$ cat src/rtl/qk_pkg.sv
// Shared definitions for the Q/K MAC sequencer: instruction bit positions and controller states.
package qk_pkg;

  localparam int INST_W   = 19;
  localparam int OFIFO_RD = 16;
  localparam int ADDR_LSB = 12;
  localparam int EXE      = 7;
  localparam int KLD      = 6;
  localparam int QRD      = 5;
  localparam int QWR      = 4;
  localparam int KRD      = 3;
  localparam int KWR      = 2;

  // State names carry a prefix so they do not collide with the bit-index names above.
  typedef enum logic [2:0] {
    ST_IDLE,
    ST_WR_K,
    ST_WR_Q,
    ST_KLD,
    ST_EXE,
    ST_DRN,
    ST_RD
  } state_t;

endpackage

$ cat src/rtl/qk_rd_pipe.sv
// Read-then-use generator: memory read strobe at cycle k, array strobe at k+1, for len reads.
module qk_rd_pipe #(
  parameter int aw = 4
) (
  input  logic          clk,
  input  logic          reset,
  input  logic          i_active,
  input  logic          i_sel,
  input  logic [aw:0]   i_k_len,
  input  logic [aw:0]   i_q_len,
  output logic          o_rd,
  output logic          o_use,
  output logic          o_last,
  output logic [aw-1:0] o_addr
);

  logic [aw:0] r_cnt;
  logic [aw:0] w_len;

  assign w_len  = i_sel ? i_q_len : i_k_len;
  assign o_rd   = i_active && (r_cnt < w_len);
  assign o_use  = i_active && (r_cnt != '0);
  assign o_last = i_active && (r_cnt == w_len);
  assign o_addr = r_cnt[aw-1:0];

  // Restarting at the last cycle lets the next phase begin at count 0 with no gap.
  always_ff @(posedge clk) begin
    if (!reset) begin
      r_cnt <= '0;
    end else if (!i_active || o_last) begin
      r_cnt <= '0;
    end else begin
      r_cnt <= r_cnt + 1'b1;
    end
  end

endmodule

$ cat src/rtl/qk_mac_sequencer.sv
// Job sequencer for the Q/K MAC array: load kmem/qmem, preload K, execute Q, drain, read ofifo.
module qk_mac_sequencer
  import qk_pkg::*;
#(
  parameter int bw    = 8,
  parameter int pr    = 8,
  parameter int aw    = 4,
  parameter int drain = 4
) (
  input  logic              clk,
  input  logic              reset,
  input  logic              start,
  input  logic [aw:0]       k_len,
  input  logic [aw:0]       q_len,
  input  logic [pr*bw-1:0]  in_data,
  input  logic              in_valid,
  output logic              in_ready,
  input  logic              fifo_valid,
  output logic [INST_W-1:0] inst,
  output logic [pr*bw-1:0]  mem_in,
  output logic              busy,
  output logic              done
);

  localparam logic [aw:0] DEPTH      = (aw+1)'(2**aw);
  localparam logic [aw:0] DRAIN_LAST = (aw+1)'(drain-1);

  state_t              r_state, w_state_next;
  logic [aw:0]         r_k_len, w_k_len_next;
  logic [aw:0]         r_q_len, w_q_len_next;
  logic [aw:0]         r_cnt, w_cnt_next;
  logic [INST_W-1:0]   r_inst, w_inst_next;
  logic [pr*bw-1:0]    r_mem_in, w_mem_in_next;
  logic                r_done, w_done_next;

  logic                w_hs;
  logic                w_k_last;
  logic                w_q_last;
  logic                w_pipe_active;
  logic                w_pipe_rd;
  logic                w_pipe_use;
  logic                w_pipe_last;
  logic [aw-1:0]       w_pipe_addr;

  function automatic logic [aw:0] clamp_len(input logic [aw:0] l);
    return ((l == '0) || (l > DEPTH)) ? DEPTH : l;
  endfunction

  assign in_ready = (r_state == ST_WR_K) || (r_state == ST_WR_Q);
  assign busy     = (r_state != ST_IDLE);
  assign inst     = r_inst;
  assign mem_in   = r_mem_in;
  assign done     = r_done;

  assign w_hs          = in_valid && in_ready;
  assign w_k_last      = (r_cnt == r_k_len - 1'b1);
  assign w_q_last      = (r_cnt == r_q_len - 1'b1);
  assign w_pipe_active = (r_state == ST_KLD) || (r_state == ST_EXE);

  qk_rd_pipe #(.aw(aw)) u_rd_pipe (
    .clk      (clk),
    .reset    (reset),
    .i_active (w_pipe_active),
    .i_sel    (r_state == ST_EXE),
    .i_k_len  (r_k_len),
    .i_q_len  (r_q_len),
    .o_rd     (w_pipe_rd),
    .o_use    (w_pipe_use),
    .o_last   (w_pipe_last),
    .o_addr   (w_pipe_addr)
  );

  always_ff @(posedge clk) begin
    if (!reset) begin
      r_state  <= ST_IDLE;
      r_k_len  <= '0;
      r_q_len  <= '0;
      r_cnt    <= '0;
      r_inst   <= '0;
      r_mem_in <= '0;
      r_done   <= 1'b0;
    end else begin
      r_state  <= w_state_next;
      r_k_len  <= w_k_len_next;
      r_q_len  <= w_q_len_next;
      r_cnt    <= w_cnt_next;
      r_inst   <= w_inst_next;
      r_mem_in <= w_mem_in_next;
      r_done   <= w_done_next;
    end
  end

  always_comb begin
    w_state_next = r_state;
    case (r_state)
      ST_IDLE: if (start)                      w_state_next = ST_WR_K;
      ST_WR_K: if (w_hs && w_k_last)           w_state_next = ST_WR_Q;
      ST_WR_Q: if (w_hs && w_q_last)           w_state_next = ST_KLD;
      ST_KLD:  if (w_pipe_last)                w_state_next = ST_EXE;
      ST_EXE:  if (w_pipe_last)                w_state_next = ST_DRN;
      ST_DRN:  if (r_cnt == DRAIN_LAST)        w_state_next = ST_RD;
      ST_RD:   if (fifo_valid && w_q_last)     w_state_next = ST_IDLE;
      default:                                 w_state_next = ST_IDLE;
    endcase
  end

  // Everything computed here lands on the ports one cycle later.
  always_comb begin
    w_inst_next   = '0;
    w_mem_in_next = r_mem_in;
    w_done_next   = 1'b0;
    w_cnt_next    = r_cnt;
    w_k_len_next  = r_k_len;
    w_q_len_next  = r_q_len;
    case (r_state)
      ST_IDLE: begin
        if (start) begin
          w_k_len_next = clamp_len(k_len);
          w_q_len_next = clamp_len(q_len);
          w_cnt_next   = '0;
        end
      end
      ST_WR_K, ST_WR_Q: begin
        if (w_hs) begin
          w_inst_next[(r_state == ST_WR_K) ? KWR : QWR] = 1'b1;
          w_inst_next[ADDR_LSB +: aw] = r_cnt[aw-1:0];
          w_mem_in_next = in_data;
          if ((r_state == ST_WR_K) ? w_k_last : w_q_last) begin
            w_cnt_next = '0;
          end else begin
            w_cnt_next = r_cnt + 1'b1;
          end
        end
      end
      ST_KLD, ST_EXE: begin
        w_inst_next[(r_state == ST_KLD) ? KRD : QRD] = w_pipe_rd;
        w_inst_next[(r_state == ST_KLD) ? KLD : EXE] = w_pipe_use;
        if (w_pipe_rd) begin
          w_inst_next[ADDR_LSB +: aw] = w_pipe_addr;
        end
      end
      ST_DRN: begin
        w_cnt_next = (r_cnt == DRAIN_LAST) ? '0 : r_cnt + 1'b1;
      end
      ST_RD: begin
        w_inst_next[OFIFO_RD] = fifo_valid;
        if (fifo_valid) begin
          if (w_q_last) begin
            w_done_next = 1'b1;
            w_cnt_next  = '0;
          end else begin
            w_cnt_next = r_cnt + 1'b1;
          end
        end
      end
      default: begin
        w_inst_next = '0;
      end
    endcase
  end

endmodule

$ cat config.mk
export PLATFORM = sky130hd
export DESIGN_NAME = qk_mac_sequencer
export DESIGN_NICKNAME = d
export VERILOG_FILES = /design/src/rtl/qk_pkg.sv /design/src/rtl/qk_rd_pipe.sv /design/src/rtl/qk_mac_sequencer.sv
export SDC_FILE = /design/constraint.sdc
export NUM_CORES = 1
export LEC_CHECK = 0
export BUFFER_PORTS_ARGS = -buffer_cell sky130_fd_sc_hd__buf_2
export CAP_MARGIN = 5
export CORE_UTILIZATION = 45
export DETAILED_ROUTE_END_ITERATION = 6
export GPL_TIMING_DRIVEN = 0
export PLACE_DENSITY_LB_ADDON = 0.25
export SLEW_MARGIN = 40
export SYNTH_ARGS = -nofsm -noshare
export SYNTH_HDL_FRONTEND = slang
export SYNTH_SLANG_ARGS = --single-unit
$ cat constraint.sdc
create_clock -name clk -period 2.6 [get_ports clk]
set_input_delay 0.52 -clock clk [delete_from_list [all_inputs] [get_ports clk]]
set_output_delay 0.52 -clock clk [all_outputs]
set_load 0.05 [all_outputs]
==> flow_summary_export.csv <==
group,metric,value,unit
timing,finalSetupViolations,0,
power,internal_power,2.36,mW
timing,slew_violations,0,
place,place_congestion,0.825,
floorplanning,dieWidth,102,µm
timing,rsz0062_at_grt,"true",
global_routing,first_pass_grt_wire_length,16.6,mm
setup_path,cp_cell_sequence,"buf_6 > nor3_4 > buf_12 > mux2i_2 > ha_1 > and3_4 > nand3_4 > o2111ai_2 > o211ai_1 > or3_1 > a21boi_1",
yosys,library_cell_with_the_largest_summed_area_after_synthesis,"sky130_fd_sc_hd__dfxtp_1",
yosys,syn_area,0.00447,mm²
floorplanning,initial_core_util,0.474,
detailed_routing,drtPass1Iterations,4,
global_routing,number_of_global_route_vias_before_repair,3695,
global_routing,overflow,0,
setup_path,worstReg2RegEnd,"r_state[0]",
worst_hold_path,endpoint_worst_hold,"mem_in[37]",
cts,clock_transition_time_at_the_flip_flop_clock_pins_of_the_worst_setup_and_hold_paths,100,ps
timing,worst-slew-pin-transition,725,ps
yosys,postSynthRegisterBits,99,
place,placement.setup.worst_slack,-364,ps
yosys,most_common_library_cells_after_synthesis,"148 x sky130_fd_sc_hd__nand2_1, 99 x sky130_fd_sc_hd__dfxtp_1, 64 x sky130_fd_sc_hd__a21boi_0",
yosys,ys_async_sr_fraction,0,
cts,clock_tree.buffer_depth,2,
yosys,ys.flop_type,"sky130_fd_sc_hd__dfxtp_1",
finish,final_cell_count_no_fill,846,
run,timing.max_cap.violations,0,
yosys,yosysTopAreaCellShare,0.444,
global_routing,globalRouteTotalUtil,0.202,
worst_hold_path,holdCritStartpoint,"in_data[37]",
detailed_routing,finalWirelength,10.9,mm
yosys,postSynthCellCount,533,
floorplanning,die_height,102,µm
power,pwr-share-comb,0.186,
detailed_routing,via_count,4139,
timing,final.period_utilization,0.949,
yosys,syn_area_per_cell,8.38,µm²
power,vdd_ir_max,0.290,mV
worst_hold_path,holdPathStages,3,
timing,fin_skew,10.8,ps
status,status,"finished clean",
finish,antennaDiodeCount,0,
cts,cts_hold_repair.buffers,0,
yosys,sequential_share_of_the_synthesized_area,0.444,
power,power_per_standard_cell_area,582,mW/mm²
yosys,number_of_synthesized_flops_with_an_enable_pin,0,
yosys,distinct_cell_type_count_after_synthesis,49,
detailed_routing,drt-initial-drc-count,96,
power,pwr-share-seq,0.479,
setup_path,setup.reg_to_reg.worst_slack,130,ps
detailed_routing,postRouteAntennaNets,0,
place,placed_cells,823,
cts,cts_max_level,3,
floorplanning,ios,165,
timing,report.final.hold_viol_count,0,
setup_path,worst_ep_required_time,2880,ps
cts,clock_latency,360,ps
finish,layout-area-overhead-vs-synth,29.7,%
setup_path,r2r.worst_path.cells,11,
setup_path,path_class,"reg2reg",
detailed_routing,drt-wirelength-per-cell,12.8,µm
place,detailedPlacementHpwl,8.39,mm
global_routing,grt_start_max_net_pins,18,
place,portBuffers,154,
timing,max_clock_freq,405,MHz
setup_path,crit_slowest_cell,"sky130_fd_sc_hd__dfxtp_4",
cts,tritoncts,"yes",
yosys,post-synth-top-count-cell,"sky130_fd_sc_hd__nand2_1",
yosys,synth_area_leaders,"sky130_fd_sc_hd__dfxtp_1 44%, sky130_fd_sc_hd__nand2_1 12%, sky130_fd_sc_hd__a21boi_0 11%",
setup_path,cp_slowest_stage_delay,380,ps
finish,layout-drive-gt1-share,0.301,
floorplanning,die_area,0.0103,mm²
setup_path,worstPathMaxFanout,8,
place,place_area,0.00543,mm²
timing,worst_slack,132,ps
worst_hold_path,holdCritPathClass,"in2reg",
timing,worst_hold_slack,397,ps
detailed_routing,drc,0,
detailed_routing,vias_per_cell,4.89,
floorplanning,placement_rows,35,
finish,layout.core_utilization,0.615,
timing,fin_crit_period,2470,ps
cts,numClockSinks,99,
setup_path,critical_path.startpoint_type,"flip-flop",
cts,cts-root-buf,"sky130_fd_sc_hd__clkbuf_8",
timing,max_slew_margin,0.510,
cts,tritoncts.num_buffers,9,
timing,fin_setup_tns,0,ps
power,power.share.clock,0.335,
setup_path,reg2reg_from,"r_state[0]",
global_routing,antenna_found_initial,0,
finish,finish.instance_area,0.00579,mm²
power,power.leakage,2.54,nW
finish,finalNetCount,803,
setup_path,cp.arrival,2750,ps
power,power,3.37,mW
yosys,ys.warnings.count,0,
power,total_switching_power,1.01,mW
power,power.switching_fraction,0.299,
floorplanning,core,0.00942,mm²
setup_path,cp-end-kind,"flip-flop",
power groups by stage:
stage | combinational [mW] | sequential (mW) | clock (mW)
after floorplan | 0.275 | 1.81 | 0
after global placement | 0.603 | 1.64 | 0
after detailed placement | 0.614 | 1.65 | 0
after CTS | 0.621 | 1.61 | 1.16
after global routing | 0.683 | 1.62 | 1.21
final | 0.627 | 1.61 | 1.13
cell families (layout without fill, tap and decap cells):
kind of cell | after synthesis | in the layout | synth area share
and+or+nand+nor | 230 | 230 | 0.239
AOI/OAI and AO/OA | 113 | 113 | 0.182
DFF | 99 | 99 | 0.444
buffers and inverters | 58 | 235 | 0.0608
xor gates and xnor gates | 15 | 15 | 0.0294
adders and majority gates | 12 | 12 | 0.0336
muxes | 5 | 5 | 0.0112
other | 1 | 8 | 0.000840
cell usage in the layout, fill, tap and decap left out, types with 4 or more instances in the layout:
master                     instances
sky130_fd_sc_hd__clkbuf_8         10
sky130_fd_sc_hd__buf_2           161
sky130_fd_sc_hd__ha_1             12
sky130_fd_sc_hd__inv_1            12
sky130_fd_sc_hd__o21ai_0           8
sky130_fd_sc_hd__nor4b_1           4
sky130_fd_sc_hd__nand2_1         148
sky130_fd_sc_hd__xnor2_1          10
sky130_fd_sc_hd__mux2i_1           4
sky130_fd_sc_hd__dfxtp_1          97
sky130_fd_sc_hd__nor3_1            8
sky130_fd_sc_hd__a31oi_1           5
sky130_fd_sc_hd__xor2_1            5
sky130_fd_sc_hd__a21oi_1          13
sky130_fd_sc_hd__nor2b_1          14
sky130_fd_sc_hd__nor2_1           14
sky130_fd_sc_hd__nand4b_1          4
sky130_fd_sc_hd__buf_4            20
sky130_fd_sc_hd__a21boi_0         64
sky130_fd_sc_hd__conb_1            8
sky130_fd_sc_hd__nor3b_1           9
sky130_fd_sc_hd__clkbuf_1         22
sky130_fd_sc_hd__nand3_1           5
worst max-delay path, delay by kind of cell (launching register included):
family                   cells  cell delay [ps]
AO/OA/AOI/OAI                3              520
adder cells (fa/ha/maj)      1              170
buffers and inverters        2              290
flip-flops                   1              380
multiplexers                 1              210
AND/OR/NAND/NOR              4              820
worst max-delay path by stage:
stage | to | from | cells past startpoint
after floorplan | r_state[2] | r_state[1] | 11
after global placement | r_state[0] | r_state[1] | 11
after detailed placement | r_state[0] | r_state[1] | 11
after CTS | inst[3] | r_state[0] | 13
after global routing | r_state[2] | r_state[0] | 11
final | r_state[0] | r_state[0] | 11
state kept, by name, indices dropped and copies added, names as in the netlist:
register	count
r_cnt	5
done	1
mem_in	64
inst	11
r_state	3
r_k_len	5
u_rd_pipe.r_cnt	5
r_q_len	5
layer usage:
layer | global-route usage | routed length [µm] | up-vias
li1 | - | - | 2122
met1 | 0.244 | 4660 | 1865
met2 | 0.348 | 5350 | 136
met3 | 0.0462 | 652 | 16
met4 | 0.0792 | 188 | 0
met5 | 0 | 0 | -
timing repair:
action                                  4_1_cts  5_1_grt
endpoints found under the setup margin        9        9
pin swaps                                     2        9
buffers inserted                              4        6
gates resized for setup                       9       12
final cells by class:
class | instances | area, µm²
repair buffers | 164 | 858
flip-flops and latches | 99 | 1990
inverters | 13 | 48.8
plain buffers | 42 | 223
well taps | 129 | 161
clock buffers | 10 | 138
multi-input cells | 383 | 2280
fillers | 857 | 3620
clock inverters | 6 | 96.3
Note: power is estimated with default switching activity, not from simulation.
